`src/rtl/edge_cycle_tracker_if.sv`:
```
// Bus between the edge tracker and its environment: the tracked signal,
// control levels, and the registered edge/marker/status outputs.
interface edge_cycle_tracker_if #(
    parameter int unsigned CNT_W = 8
);
    logic             sig_in;
    logic             enable;
    logic             clear;
    logic             edge_pulse;
    logic             plus_pulse;
    logic             minus_pulse;
    logic [CNT_W-1:0] cyc_count;
    logic             done;
    logic             timeout_err;
    logic [1:0]       state;

    modport master (
        output sig_in, enable, clear,
        input  edge_pulse, plus_pulse, minus_pulse, cyc_count, done, timeout_err, state
    );

    modport slave (
        input  sig_in, enable, clear,
        output edge_pulse, plus_pulse, minus_pulse, cyc_count, done, timeout_err, state
    );
endinterface

```
`src/rtl/edge_cycle_tracker.sv`:
```
// Tracks rising edges of an asynchronous toggling signal: resynchronises it,
// counts edges with even/odd markers, flags LIMIT overrun and stalls.
module edge_cycle_tracker #(
    parameter int unsigned CNT_W   = 8,
    parameter int unsigned LIMIT   = 20,
    parameter int unsigned TIMEOUT = 64
) (
    input  logic               clk,
    input  logic               rst,
    edge_cycle_tracker_if.slave bus
);

    localparam int unsigned        WDOG_W    = 16;
    localparam logic [CNT_W-1:0]   LIMIT_V   = CNT_W'(LIMIT);
    localparam logic [WDOG_W-1:0]  WDOG_LAST = WDOG_W'(TIMEOUT - 1);

    typedef enum logic [1:0] {
        IDLE = 2'd0,
        RUN  = 2'd1,
        DONE = 2'd2,
        ERR  = 2'd3
    } state_t;

    state_t              state_q, state_d;
    logic                sync0_q, sync1_q, prev_q;
    logic                rise_c;
    logic [CNT_W-1:0]    count_q, count_d;
    logic [WDOG_W-1:0]   wdog_q, wdog_d;
    logic                done_q, done_d;
    logic                terr_q, terr_d;
    logic                plus_q, plus_d;
    logic                minus_q, minus_d;
    logic                edge_q;

    // Two-flop synchroniser plus history flop for rising-edge detection.
    always_ff @(posedge clk or posedge rst) begin
        if (rst) begin
            sync0_q <= 1'b0;
            sync1_q <= 1'b0;
            prev_q  <= 1'b0;
        end else begin
            sync0_q <= bus.sig_in;
            sync1_q <= sync0_q;
            prev_q  <= sync1_q;
        end
    end

    assign rise_c = sync1_q & ~prev_q;

    // State, counters and registered outputs.
    always_ff @(posedge clk or posedge rst) begin
        if (rst) begin
            state_q <= IDLE;
            count_q <= '0;
            wdog_q  <= '0;
            done_q  <= 1'b0;
            terr_q  <= 1'b0;
            plus_q  <= 1'b0;
            minus_q <= 1'b0;
            edge_q  <= 1'b0;
        end else begin
            state_q <= state_d;
            count_q <= count_d;
            wdog_q  <= wdog_d;
            done_q  <= done_d;
            terr_q  <= terr_d;
            plus_q  <= plus_d;
            minus_q <= minus_d;
            edge_q  <= rise_c;
        end
    end

    // Next-state logic; clear beats pause, pause beats a rise, a rise beats expiry.
    always_comb begin
        state_d = state_q;
        count_d = count_q;
        wdog_d  = wdog_q;
        done_d  = done_q;
        terr_d  = terr_q;
        plus_d  = 1'b0;
        minus_d = 1'b0;

        if (bus.clear) begin
            state_d = IDLE;
            count_d = '0;
            wdog_d  = '0;
            done_d  = 1'b0;
            terr_d  = 1'b0;
        end else begin
            case (state_q)
                IDLE: begin
                    wdog_d = '0;
                    if (bus.enable) begin
                        state_d = RUN;
                    end
                end
                RUN: begin
                    if (!bus.enable) begin
                        state_d = IDLE;
                        wdog_d  = '0;
                    end else if (rise_c) begin
                        count_d = count_q + CNT_W'(1);
                        wdog_d  = '0;
                        plus_d  = ~count_d[0];
                        minus_d = count_d[0];
                        if (count_d > LIMIT_V) begin
                            state_d = DONE;
                            done_d  = 1'b1;
                        end
                    end else if (wdog_q == WDOG_LAST) begin
                        state_d = ERR;
                        terr_d  = 1'b1;
                        wdog_d  = '0;
                    end else begin
                        wdog_d = wdog_q + WDOG_W'(1);
                    end
                end
                default: begin
                end
            endcase
        end
    end

    assign bus.edge_pulse  = edge_q;
    assign bus.plus_pulse  = plus_q;
    assign bus.minus_pulse = minus_q;
    assign bus.cyc_count   = count_q;
    assign bus.done        = done_q;
    assign bus.timeout_err = terr_q;
    assign bus.state       = state_q;

endmodule

```
`src/flat_wrapper.sv`:
```
// flat-port wrapper written by rule: the top's interface ports become plain ports
module edge_cycle_tracker_flat 
#(
    parameter int unsigned CNT_W   = 8,
    parameter int unsigned LIMIT   = 20,
    parameter int unsigned TIMEOUT = 64
)
  (clk, rst, bus_sig_in, bus_enable, bus_clear, bus_edge_pulse, bus_plus_pulse, bus_minus_pulse, bus_cyc_count, bus_done, bus_timeout_err, bus_state);
  edge_cycle_tracker_if #(.CNT_W(CNT_W)) bus_i ();
  input  logic clk;
  input  logic rst;
  input wire logic [$bits(bus_i.sig_in)-1:0] bus_sig_in;
  input wire logic [$bits(bus_i.enable)-1:0] bus_enable;
  input wire logic [$bits(bus_i.clear)-1:0] bus_clear;
  output wire logic [$bits(bus_i.edge_pulse)-1:0] bus_edge_pulse;
  output wire logic [$bits(bus_i.plus_pulse)-1:0] bus_plus_pulse;
  output wire logic [$bits(bus_i.minus_pulse)-1:0] bus_minus_pulse;
  output wire logic [$bits(bus_i.cyc_count)-1:0] bus_cyc_count;
  output wire logic [$bits(bus_i.done)-1:0] bus_done;
  output wire logic [$bits(bus_i.timeout_err)-1:0] bus_timeout_err;
  output wire logic [$bits(bus_i.state)-1:0] bus_state;
  assign bus_i.sig_in = bus_sig_in;
  assign bus_i.enable = bus_enable;
  assign bus_i.clear = bus_clear;
  assign bus_edge_pulse = bus_i.edge_pulse;
  assign bus_plus_pulse = bus_i.plus_pulse;
  assign bus_minus_pulse = bus_i.minus_pulse;
  assign bus_cyc_count = bus_i.cyc_count;
  assign bus_done = bus_i.done;
  assign bus_timeout_err = bus_i.timeout_err;
  assign bus_state = bus_i.state;
  edge_cycle_tracker #(.CNT_W(CNT_W), .LIMIT(LIMIT), .TIMEOUT(TIMEOUT)) u_core (.clk(clk), .rst(rst), .bus(bus_i));
endmodule
```
`config.mk`:
```
export PLATFORM = sky130hd
export DESIGN_NAME = edge_cycle_tracker_flat
export DESIGN_NICKNAME = d
export VERILOG_FILES = /design/src/rtl/edge_cycle_tracker_if.sv /design/src/rtl/edge_cycle_tracker.sv /design/src/flat_wrapper.sv
export SDC_FILE = /design/constraint.sdc
export NUM_CORES = 1
export LEC_CHECK = 0
export CORE_MARGIN = 1.5
export CORE_UTILIZATION = 37
export CTS_CLUSTER_DIAMETER = 150
export DETAILED_ROUTE_END_ITERATION = 10
export PLACE_DENSITY = 0.63
export RECOVER_POWER = 25
export SLEW_MARGIN = 20
export SYNTH_ARGS = -nofsm -noshare
export SYNTH_HDL_FRONTEND = slang
export SYNTH_SLANG_ARGS = --single-unit
```
`constraint.sdc`:
```
create_clock -name clk -period 4.6 [get_ports clk]
set_input_delay 1.38 -clock clk [delete_from_list [all_inputs] [get_ports clk]]
set_output_delay 1.38 -clock clk [all_outputs]
set_load 0.02 [all_outputs]
```
Yosys cells after proc, flatten, opt, wreduce, memory -nomap -nowiden
Cells that the tools add are included.

word-level totals
  bits in registers = 34
  bits in latches = 0
  RAM bits = 0
  bits in read-only memories = 0
  input port bits = 5
  output and inout bits = 15
  word-level logic and storage cells = 68
  memories kept = 0

operators by class
  add/sub/neg operators = 2
  $mul = 0
  divide/modulo/power cells = 0
  $lt $le $gt $ge = 1
  equality and inequality tests = 6
  shift operators = 0
  muxes and demuxes = 34
  bitwise operators = 3
  reduce and logical (&&, ||, !) cells = 11

operators with widths
  cell                     count
  $mux W16                 4
  $mux W8                  4
  $pmux W16 S2             1
  $mux W1                  18
  $add A16 B1 Y16 const B  1
  $eq A16 B6 Y1 const B    1
  $mux W2                  6
  $reduce_and A4 Y1        3
  $reduce_bool A2 Y1       5
  $add A8 B1 Y8 const B    1
  $gt A8 B5 Y1 const B     1
  $ne A5 B3 Y1 const B     1
  $ne A5 B5 Y1 const B     1
  $pmux W2 S2              1
  $ne A3 B3 Y1 const B     1
  $reduce_and A3 Y1        1
  $reduce_bool A3 Y1       1
  $eq A2 B1 Y1 const B     1
  $logic_not A2 Y1         1
  $ne A2 B2 Y1 const B     1
  $not A1 Y1               2
  $and A1 B1 Y1            1

Depth between registers and ports, before layout
  depth after elaboration = 7
  gate-level depth with buffers = 7
  gate-level depth less buffers = 6

Worst setup path before layout
OpenSTA, ideal clock, no wires.

  path type = input-to-reg
  from = input port bus_enable
  to = register u_core.wdog_q[4]
  setup time = 0.095 ns
  arrival time = 2.359 ns
  required time = 4.505 ns
  path slack = 2.146 ns
  stages on the path = 5
  buffers on the path = 1
  cell sequence = nand3b_4 -> or3_1 -> buf_2 -> or2_1 -> o31ai_1

between the ends
  longest elaborated chain between the ends = 3

ends and longest elaborated chain
  what                    line                      source
  start: declaration      flat_wrapper.sv:13        input wire logic [$bits(bus_i.enable)-1:0] bus_enable;
  $mux W16                edge_cycle_tracker.sv:98  if (!bus.enable) begin
  $pmux W16 S2            edge_cycle_tracker.sv:90  case (state_q)
  $mux W16                edge_cycle_tracker.sv:83  if (bus.clear) begin
  end signal: assignment  edge_cycle_tracker.sv:64  wdog_q <= wdog_d;
  end: declaration        edge_cycle_tracker.sv:28  logic [WDOG_W-1:0] wdog_q, wdog_d;

No other way between the ends.
A chain may end at the register's enable or synchronous reset.

==> qor.yml <==
swShare_pct: 20.90
critPathMaxStageDelay_ps: 1310
drtAntennaViolNets: 0
cts_setup_buffers: 0
gp_congestion: 0.8040
slew_headroom_pct: -22.06
synth_top_area_cell: "dfrtp_1"
synthCells: 180
final_common_cell: "dfrtp_1"
initial_core_util_pct: 39.16
maxCapViolations: 1
layout.nets: 210
final_cells: 254
placed_area_um2: 1981
coreArea_um2: 4444
p_leak_nw: 0.8727
avgSynthCellArea_um2: 9.669
dpl.hpwl_mm: 2.460
grt_pass1_vias: 1312
grt_setup_unrepaired: "false"
track_usage_pct: 16.13
synth_area_um2: 1740
ir_drop_mv: 0.1207
synthesis.nets: 188
power_density_nw_per_um2: 293.7
pwr-share-comb_pct: 4.5
seqPwrFrac_pct: 49.7
start_kind: "input pin"
setup_viol: 0
clock_skew_ps: 6.686
clk_latency_ps: 290
crit_arrival_ps: 3280
vias_per_cell: 5.291
worstMarginPinSlew_ps: 1831
p_sw_w: 0.0001283
fin_tns_setup_ps: 0
yosys_warnings: 0
worstSetupEndpointType: "async pin"
die_y_um: 71.59
grt_overflow_total: 0
ys_ff_latch: 34
clk_transition_reported_paths_ps: 70
worstPathRequired_ps: 4650
synth_top_area_share_pct: 48.89
grt_pass1_wl_mm: 6.437
critPathKind: "input pin to async pin"
slew_violations: 35
final_cell_mix: "34 x dfrtp_1, 24 x nor2_1, 17 x clkdlybuf4s50_1, 16 x nand2_1, 11 x xnor2_1"
p_clk_share_pct: 45.8
min_period_ps: 3230
cts.sinks: 34
max_freq_ghz: 0.3096
rows: 24
crit_fanout: 34
hold_slack_ps: 368.2
pre_cts_ws_ps: 1232
synth_cell_types: 35
antenna_found_initial: 0
final_area_um2: 2090
wl_mm: 3.581
antenna-diode-count: 0
ios: 20
grt_max_degree: 35
hp-class: "flip-flop to flip-flop"
cts_tree: "yes"
first_pass_iters: 4
cp_slowest_cell: "clkbuf_1"
clock-root-buffer: "clkbuf_8"
violations: "capacitance limit, slew limit"
routed-via-count: 1344
status: "complete, but fails checks"
drive_above_1_share_pct: 6.931
min_period_over_period_pct: 70.23
yosys-top-cells-area: "dfrtp_1 49%, xnor2_1 5.5%, nor2_1 5.2%, nand2_1 3.5%, xor2_1 3.0%"
drc: 0
intPower_w: 0.0004855
path_cells: "dlygate4sd3_1 -> inv_1 -> clkbuf_1"
die_area_um2: 5124
cts_resized: 0
cts-buffers-inserted: 5
die_w_um: 71.59
htree_levels: 2
clock_path_buffers: 2
ys_seq_area_share_pct: 48.89
areaGrowthSynthToFinish_pct: 20.06
dp_cells: 247
ctsHoldBuffers: 0
avgRoutedWirePerCell_um: 14.10
first_iter_violations: 76
hold_viol_final: 0
port_buffers: 19
worst_slack_ps: 1370
[worst paths after layout]
check | from | to | slack, ps | cells past startpoint
worst max register to register | u_core.prev_q | u_core.bus.cyc_count[5] | 2730 | 5
worst min-delay path | u_core.sync1_q | u_core.prev_q | 370 | 0
worst min register to register | u_core.sync1_q | u_core.prev_q | 370 | 0
worst max-delay path | rst | u_core.wdog_q[0] | 1370 | 3
max in group clk | bus_clear | u_core.wdog_q[8] | 1530 | 5
min in group asynchronous | rst | u_core.bus.cyc_count[4] | 2170 | 3
[sequential cells by signal, summed over array words and instances (netlist names)]
| register | count |
|---|---|
| u_core.bus.plus_pulse | 1 |
| u_core.bus.done | 1 |
| u_core.prev_q | 1 |
| u_core.bus.cyc_count | 8 |
| u_core.sync0_q | 1 |
| u_core.sync1_q | 1 |
| u_core.wdog_q | 16 |
| u_core.bus.state | 2 |
| u_core.bus.edge_pulse | 1 |
| u_core.bus.minus_pulse | 1 |
| u_core.bus.timeout_err | 1 |
[power groups by stage]
stage	Sequential, W	Clock (W)	Combinational [W]
6_report	0.000305	0.000281	0.0000276
5_1_grt	0.000305	0.000304	0.0000316
4_1_cts	0.000305	0.000289	0.0000292
3_5_place_dp	0.000311	0	0.0000291
3_3_place_gp	0.000311	0	0.0000289
2_1_floorplan	0.000312	0	0.0000146
[Yosys cell counts]
cell,instances
a21oi_1,6
or2_1,1
nand2b_1,2
nand3b_4,1
buf_2,2
a2111o_1,1
nand4_1,6
ha_1,3
a22o_1,1
nor4_1,4
o21ai_0,10
nor3_1,10
or3_1,1
clkbuf_2,1
and2_1,5
o21ba_2,1
o31ai_1,1
nand2_1,16
and4_1,4
nor2_4,2
and3_1,6
a2111oi_0,1
xor2_1,6
dfrtp_1,34
o41ai_1,1
nor4_4,1
clkbuf_1,2
nand3_1,6
o211ai_1,1
xnor2_1,11
inv_1,4
and4bb_2,1
nor2b_1,3
nor2_1,24
or2_2,1
[kinds of logic after synthesis]
logic type	count (synthesis)	share of synthesized area (%)
and+or+nand+nor	94	30.05
DFF	34	48.89
AOI/OAI and AO/OA	23	8.196
xor gates and xnor gates	17	8.555
buffers and inverters	9	2.156
adders and majority gates	3	2.157
[stage by stage]
stage	util [%]	total power [W]
after floorplan	-	0.0003269
after global placement	44.57	0.0003395
after detailed placement	44.57	0.0003398
after CTS	47.10	0.0006227
after global routing	47.02	0.0006411
final	47.02	0.0006138
[worst max-delay path: cells and delay by family]
kind	cells	cell delay (ps)
buf+inv	3	1890
[routing by layer]
metal	wire length [µm]	part of all wire, %	up-vias	track usage (%)
met4	61	1.7	0	6.499
met5	0	0	-	0
met1	1787	50	632	23.13
li1	-	-	673	-
met2	1571	44	33	22.95
met3	162	4.5	6	4.641
[cell type report]
class | instances | area, µm²
clock buffer | 6 | 82.58
clock inverter | 1 | 30.03
fill | 425 | 2355
inverter | 4 | 15.01
multi-input combinational | 137 | 852.1
sequential | 34 | 850.8
tap | 52 | 65.06
timing repair buffer | 20 | 193.9
No activity file was read; power rests on OpenSTA's default activity.
